**src/rtl/pattern_serializer.sv**
```systemverilog
// pattern_serializer
//   Sends a latched 4-bit pattern MSB first, one bit per clock. The pattern is
//   repeated reps+1 times, with gap idle bit-times between repetitions, and a
//   one-cycle done pulse follows the last bit.
//
//   state | meaning
//   IDLE  | waiting for start, line at IDLE_LEVEL
//   SHIFT | a pattern bit is on ser_out
//   GAP   | idle bit-times between repetitions
//   DONE  | one-cycle completion pulse, then back to IDLE
//
// Ports
//   clock     in   single clock, rising edge
//   rst_n     in   synchronous active-low reset
//   start     in   begin a transmission (sampled in IDLE only)
//   pattern   in   [3:0] pattern, latched on accepted start
//   reps      in   [2:0] repetition count minus one, latched on accepted start
//   gap       in   [1:0] idle bit-times between repetitions, latched on start
//   ser_out   out  serial data, IDLE_LEVEL when no pattern bit is sent
//   ser_valid out  ser_out carries a pattern bit
//   busy      out  transmission in SHIFT or GAP
//   done      out  one-cycle completion pulse
module pattern_serializer #(
  parameter logic IDLE_LEVEL = 1'b0
) (
  input  logic       clock,
  input  logic       rst_n,
  input  logic       start,
  input  logic [3:0] pattern,
  input  logic [2:0] reps,
  input  logic [1:0] gap,
  output logic       ser_out,
  output logic       ser_valid,
  output logic       busy,
  output logic       done
);

  typedef enum logic [1:0] {
    ST_IDLE  = 2'd0,
    ST_SHIFT = 2'd1,
    ST_GAP   = 2'd2,
    ST_DONE  = 2'd3
  } state_t;

  state_t     state;
  logic [3:0] pat_q;
  logic [2:0] rep_cnt;
  logic [1:0] gap_q;
  logic [1:0] gap_cnt;
  // Index of the pattern bit currently presented on ser_out.
  logic [1:0] bit_idx;

  always_ff @(posedge clock) begin
    if (!rst_n) begin
      state     <= ST_IDLE;
      pat_q     <= 4'd0;
      rep_cnt   <= 3'd0;
      gap_q     <= 2'd0;
      gap_cnt   <= 2'd0;
      bit_idx   <= 2'd0;
      ser_out   <= IDLE_LEVEL;
      ser_valid <= 1'b0;
      busy      <= 1'b0;
      done      <= 1'b0;
    end else begin
      case (state)
        ST_IDLE: begin
          done      <= 1'b0;
          ser_out   <= IDLE_LEVEL;
          ser_valid <= 1'b0;
          busy      <= 1'b0;
          if (start) begin
            pat_q     <= pattern;
            rep_cnt   <= reps;
            gap_q     <= gap;
            bit_idx   <= 2'd3;
            ser_out   <= pattern[3];
            ser_valid <= 1'b1;
            busy      <= 1'b1;
            state     <= ST_SHIFT;
          end
        end

        ST_SHIFT: begin
          if (bit_idx != 2'd0) begin
            bit_idx <= bit_idx - 2'd1;
            ser_out <= pat_q[bit_idx - 2'd1];
          end else if (rep_cnt == 3'd0) begin
            // Last bit of the final repetition: no trailing gap.
            ser_out   <= IDLE_LEVEL;
            ser_valid <= 1'b0;
            busy      <= 1'b0;
            done      <= 1'b1;
            state     <= ST_DONE;
          end else begin
            rep_cnt <= rep_cnt - 3'd1;
            if (gap_q == 2'd0) begin
              bit_idx <= 2'd3;
              ser_out <= pat_q[3];
            end else begin
              // gap_cnt holds the gap cycles remaining after the first one.
              gap_cnt   <= gap_q - 2'd1;
              ser_out   <= IDLE_LEVEL;
              ser_valid <= 1'b0;
              state     <= ST_GAP;
            end
          end
        end

        ST_GAP: begin
          if (gap_cnt == 2'd0) begin
            bit_idx   <= 2'd3;
            ser_out   <= pat_q[3];
            ser_valid <= 1'b1;
            state     <= ST_SHIFT;
          end else begin
            gap_cnt <= gap_cnt - 2'd1;
          end
        end

        ST_DONE: begin
          done  <= 1'b0;
          state <= ST_IDLE;
        end

        default: begin
          ser_out   <= IDLE_LEVEL;
          ser_valid <= 1'b0;
          busy      <= 1'b0;
          done      <= 1'b0;
          state     <= ST_IDLE;
        end
      endcase
    end
  end

endmodule

```
**config.mk**
```make
export PLATFORM = sky130hd
export DESIGN_NAME = pattern_serializer
export DESIGN_NICKNAME = d
export VERILOG_FILES = /design/src/rtl/pattern_serializer.sv
export SDC_FILE = /design/constraint.sdc
export NUM_CORES = 1
export LEC_CHECK = 0
export ABC_AREA = 1
export CORE_UTILIZATION = 55
export CTS_BUF_LIST = sky130_fd_sc_hd__clkbuf_16
export CTS_CLUSTER_DIAMETER = 60
export CTS_CLUSTER_SIZE = 10
export DETAILED_ROUTE_END_ITERATION = 7
export DONT_BUFFER_PORTS = 1
export PLACE_DENSITY = 0.69
export SYNTH_ARGS = -nofsm -noshare
export SYNTH_HDL_FRONTEND = slang
export SYNTH_SLANG_ARGS = --single-unit
```
**constraint.sdc**
```tcl
create_clock -name clock -period 2.3 [get_ports clock]
set_input_delay 0.115 -clock clock [delete_from_list [all_inputs] [get_ports clock]]
set_output_delay 0.115 -clock clock [all_outputs]
set_load 0.005 [all_outputs]
```
After elaboration in Yosys (flattened, before gate mapping)
Cells that the tools add are included.
- multiplexer cells: 41
- equality and inequality tests: 13
- reduce and logical (&&, ||, !) cells: 19
- $lt $le $gt $ge: 1
- $add $sub $neg: 4
- operators with widths (kind ; count):
    2-to-1 mux 2 bit ; 14
    2-to-1 mux 1 bit ; 15
    inequality test 2 bit (second input constant) ; 7
    AND reduction 4 bit ; 3
    AND reduction 5 bit ; 2
    2-to-1 mux 3 bit ; 3
    inequality test 3 bit (second input constant) ; 3
    case mux 2 bit (4 select lines) ; 1
    nonzero test 2 bit ; 4
    zero test 2 bit ; 3
    case mux 1 bit (3 select lines) ; 2
    case mux 2 bit (3 select lines) ; 1
    case mux 3 bit (2 select lines) ; 1
    AND reduction 3 bit ; 2
    subtractor 2 x 1 -> 2 bit (second input constant) ; 3
    == test 2 bit (second input constant) ; 2
    case mux 1 bit (2 select lines) ; 2
    case mux 2 bit (2 select lines) ; 1
    AND reduction 2 bit ; 2
    zero test 3 bit ; 1
    less-than comparator 2 x 3 -> 1 bit (second input constant) ; 1
    nonzero test 3 bit ; 1
    subtractor 3 x 1 -> 3 bit (second input constant) ; 1
    binary-select mux 1 bit (select 2 bit) ; 1
    2 further kinds ; 2
- output and inout port bits: 4
- input bits: 12
- register bits after elaboration: 19
- logic and storage cells: 88

Longest topological paths before layout
- depth after elaboration: 5
- gate-level depth with buffers: 10
- gate-level depth less buffers: 10

Least setup slack after synthesis
No wires, ideal clock.
- path type: reg-to-reg
- from: register state[0]
- to: register bit_idx[0]
- stages on the path, launching flop included: 9
- data arrival time: 1.252 ns
- path slack: 0.931 ns
- setup time: 0.117 ns
- cells stage by stage: dfxtp_1 -> inv_1 -> ha_1 -> nand2_1 -> nand2_2 -> nor2_4 -> nand3_2 -> nor3_1 -> nor2_1
- cells in the longest elaborated chain, start to end: 3
- elaborated cells between the ends (all ways): 10
- classes of those cells: 6 x eq/ne; 1 x mux; 3 x reduce/logical
- ends and longest elaborated chain (item ; RTL line ; RTL):
    start: declaration ; 45 ; state_t state;
    start signal: assignment ; 55 ; state <= ST_IDLE;
    start signal: assignment ; 80 ; state <= ST_SHIFT;
    start signal: assignment ; 94 ; state <= ST_DONE;
    == test 2 x 1 -> 1 bit, or another cell as far along ; 66 ; case (state)
    inequality test 3 bit (no line), or another cell as far along ; - ;
    AND reduction 5 bit (no line) ; - ;
    end signal: assignment ; 86 ; bit_idx <= bit_idx - 2'd1;
    end: declaration ; 51 ; logic [1:0] bit_idx;
Parallel ways exist; a longest one is shown, timed or not.
A chain may end at the register's enable or synchronous reset.

Final worst setup path
- from: register state[1]
- to: register state[0]
- cells in the longest elaborated chain, start to end: 3
- elaborated cells between the ends (all ways): 10
- classes of those cells: 7 x eq/ne; 1 x mux; 2 x reduce/logical
- ends and longest elaborated chain (item ; RTL line):
    == test 2 x 1 -> 1 bit, or another cell as far along ; 66
    inequality test 3 bit (no line) or inequality test 2 bit (tied branches) ; -
    AND reduction 4 bit (no line) ; -
Parallel ways exist; a longest one is shown, timed or not.

==> impl_metrics.csv <==
group,metric,value,unit
outcome,status,"completed",
timing,tightestPinTransition,0.474,ns
power,cellPowerDensity,1460,nW/um^2
power,p_seq_share,28.8,%
power,ir_worst_vdd,0.000846,V
global_route,grt_pass1_wl,4540,um
synthesis,synthesis.nets,192,
floorplanning,core_area,1980,um^2
clock_tree,cts_tree,"yes",
worst_setup_path,path_max_fanout,11,
synthesis,yosysWarningCount,0,
route,routed_wl,2570,um
global_route,grt.overflow.total,0,
clock_tree,cts_resized,0,
floorplanning,initial_core_util,59.7,%
synthesis,ys_seq_area_share,32.2,%
layout,nFillCells,182,
worst_setup_path,cp_data_arrival_time,1.89,ns
worst_setup_path,r2r_end,"state[0]",
power,combPwrFrac,52.0,%
synthesis,synth-main-ff-cell,"dfxtp_1",
synthesis,syn_area,1180,um^2
layout,fin_nets,196,
synthesis,synth_largest_area_cell,"dfxtp_1",
synthesis,ys_top_cells_by_count,"36 x nand2_1, 24 x nor2_1, 19 x dfxtp_1",
clock_tree,htree_levels,1,
floorplanning,placementRows,16,
global_route,grt_pass1_vias,1044,
timing,hold_viol,0,
timing,setup_violations,0,
worst_hold_path,hold_depth,2,
floorplanning,die_area,2340,um^2
worst_setup_path,rr_worst_depth,9,
worst_setup_path,crit_path_start_kind,"register",
timing,max_freq,574,MHz
clock_tree,clk_latency,0.25,ns
synthesis,yosysMostFrequentCell,"nand2_1",
placement,port_buffers,0,
route,drc,0,
route,routedWlPerCell,12.8,um
placement,routabilityCongestion,0.896,
floorplanning,ios,16,
floorplanning,die_h,48.4,um
power,switching_share,45.1,%
worst_setup_path,worstPathRequired,2.45,ns
synthesis,yosysTopAreaCellShare,32.2,%
power,p_clk_share,19.1,%
layout,area_growth,9.00,%
floorplanning,die_width,48.4,um
worst_setup_path,critPathKind,"reg2reg",
synthesis,yosysUniqueCellTypes,24,
power,p_leak,0.000622,uW
clock_tree,clkTransAtPathRegs,0.05,ns
timing,finClkSkew,0.00267,ns
clock_tree,root_buffer,"clkbuf_16",
layout,stdcell_area,1290,um^2
route,drt_iter0_markers,19,
clock_tree,numCtsBuffers,3,
clock_tree,numClockSinks,19,
timing,tns,0,ns
timing,slew_viol_final,0,
timing,whs,0.00728,ns
timing,finalCriticalPeriod,1.74,ns
worst_setup_path,end_kind,"register",
synthesis,synth_seq_cells,19,
synthesis,synth_edf_count,0,
route,ant_nets,0,
placement,hpwlAfterDp,1930,um
synthesis,netlist_instances,171,
timing,relSlewSlack,68.4,%
route,via_per_inst,5.23,
synthesis,synth.avg_cell_area,6.91,um^2
synthesis,ys_top_cells_by_area,"dfxtp_1 32%, nand2_1 11%, ha_1 9.5%",
layout,num_antenna_cells,0,
layout,drive_above_1_share,14.4,%
worst_setup_path,r2r_slack,0.56,ns
synthesis,synthArstFlopShare,0,%
job,drv_cap,0,
power,p_switching,848,uW
worst_hold_path,hp-start,"rst_n",
worst_hold_path,holdCritPathClass,"in2reg",
global_route,grt_usage,25.6,%
timing,min_period_over_period,75.8,%
route,vias,1052,
global_route,grt_max_degree,12,
global_route,antenna_found_initial,0,
placement,dpl-instance-area,1200,um^2
worst_setup_path,rr_startpoint,"state[1]",
timing,grt_setup_unrepaired,"false",
worst_hold_path,hold_end,"gap_q[1]",
clock_tree,cts_buffer_depth,2,
power,p_int,1030,uW
route,dr.pass1.iters,4,
cells by family after synthesis:
| group | synth area share (%) |
|---|---|
| simple gates | 35.6 |
| compound gates | 12.3 |
| buf+inv | 8.99 |
| flops | 32.2 |
| fa+ha+maj | 9.52 |
| xor+xnor | 1.48 |
worst max-delay path by stage:
| stage | startpoint | endpoint | slack [ns] | cells past startpoint |
|---|---|---|---|---|
| 5_1_grt | state[1] | state[0] | 0.40 | 9 |
| 3_5_place_dp | state[1] | bit_idx[0] | 0.61 | 9 |
| 3_3_place_gp | state[1] | bit_idx[0] | 0.66 | 9 |
| 4_1_cts | state[1] | bit_idx[0] | 0.57 | 9 |
| 2_1_floorplan | state[0] | bit_idx[0] | 0.93 | 8 |
| 6_report | state[1] | state[0] | 0.56 | 9 |
per-stage QoR:
step           total power, uW  worst slack (ns)  utilization, %  instances
6_report                  1880             0.558            65.0        201
5_1_grt                   2060             0.404            65.0        201
4_1_cts                   1880             0.572            65.0        201
3_5_place_dp              1500             0.613            60.5        196
3_3_place_gp              1480             0.665            60.5        196
2_1_floorplan             1340             0.931               -        171
worst max-delay path, stage by stage (launching register included):
cell	delay (ns)
dfxtp_1	0.34
inv_1	0.09
ha_1	0.45
inv_2	0.19
nor2_4	0.16
nand2_1	0.14
nand3_2	0.12
nand2_1	0.05
nand2_1	0.05
nor2_1	0.04
metal layers:
layer / global-route usage (%) / part of all wire (%) / vias to the layer above
met5: 0 / 0 / -
met4: 9.31 / 1.4 / 0
met3: 5.97 / 3.7 / 3
met2: 42.5 / 46 / 20
met1: 32.3 / 49 / 482
li1: - / - / 547
power by group through the flow:
| stage | combinational (uW) | sequential, uW | clock (uW) |
|---|---|---|---|
| final | 980 | 543 | 360 |
| after global routing | 1130 | 561 | 375 |
| after CTS | 970 | 543 | 367 |
| after detailed placement | 955 | 548 | 0 |
| after global placement | 941 | 541 | 0 |
| after floorplan | 820 | 522 | 0 |
timing repair:
action                    CTS  global route
setup buffers               0             0
hold endpoints to repair   11             0
hold buffers                1             0
layout by cell type (no fill, tap or decap), drive strengths merged:
cell type	n
xor2	1
o21ai	18
inv	25
ha	9
nor3	3
nand2	40
nand3	9
nor2	31
xnor2	1
dlygate4sd3	1
a211oi	1
dfxtp	19
clkbuf	3
a21oi	8
nand4	5
state kept, by name, summed over array words and instances (netlist names):
| register | count |
|---|---|
| gap_cnt | 2 |
| pat_q | 4 |
| state | 2 |
| gap_q | 2 |
| done | 1 |
| ser_out | 1 |
| rep_cnt | 3 |
| busy | 1 |
| ser_valid | 1 |
| bit_idx | 2 |
final cells by class:
type / count / area (um^2) / area share [%]
Multi-Input combinational cell: 126 / 696 / 54.0
Clock inverter: 1 / 3.75 / 0.291
Sequential cell: 19 / 380 / 29.5
Clock buffer: 3 / 75.1 / 5.83
Inverter: 24 / 90.1 / 6.99
Timing Repair Buffer: 1 / 10.0 / 0.777
Tap cell: 27 / 33.8 / 2.62
Note: power is estimated with default switching activity, not from simulation.
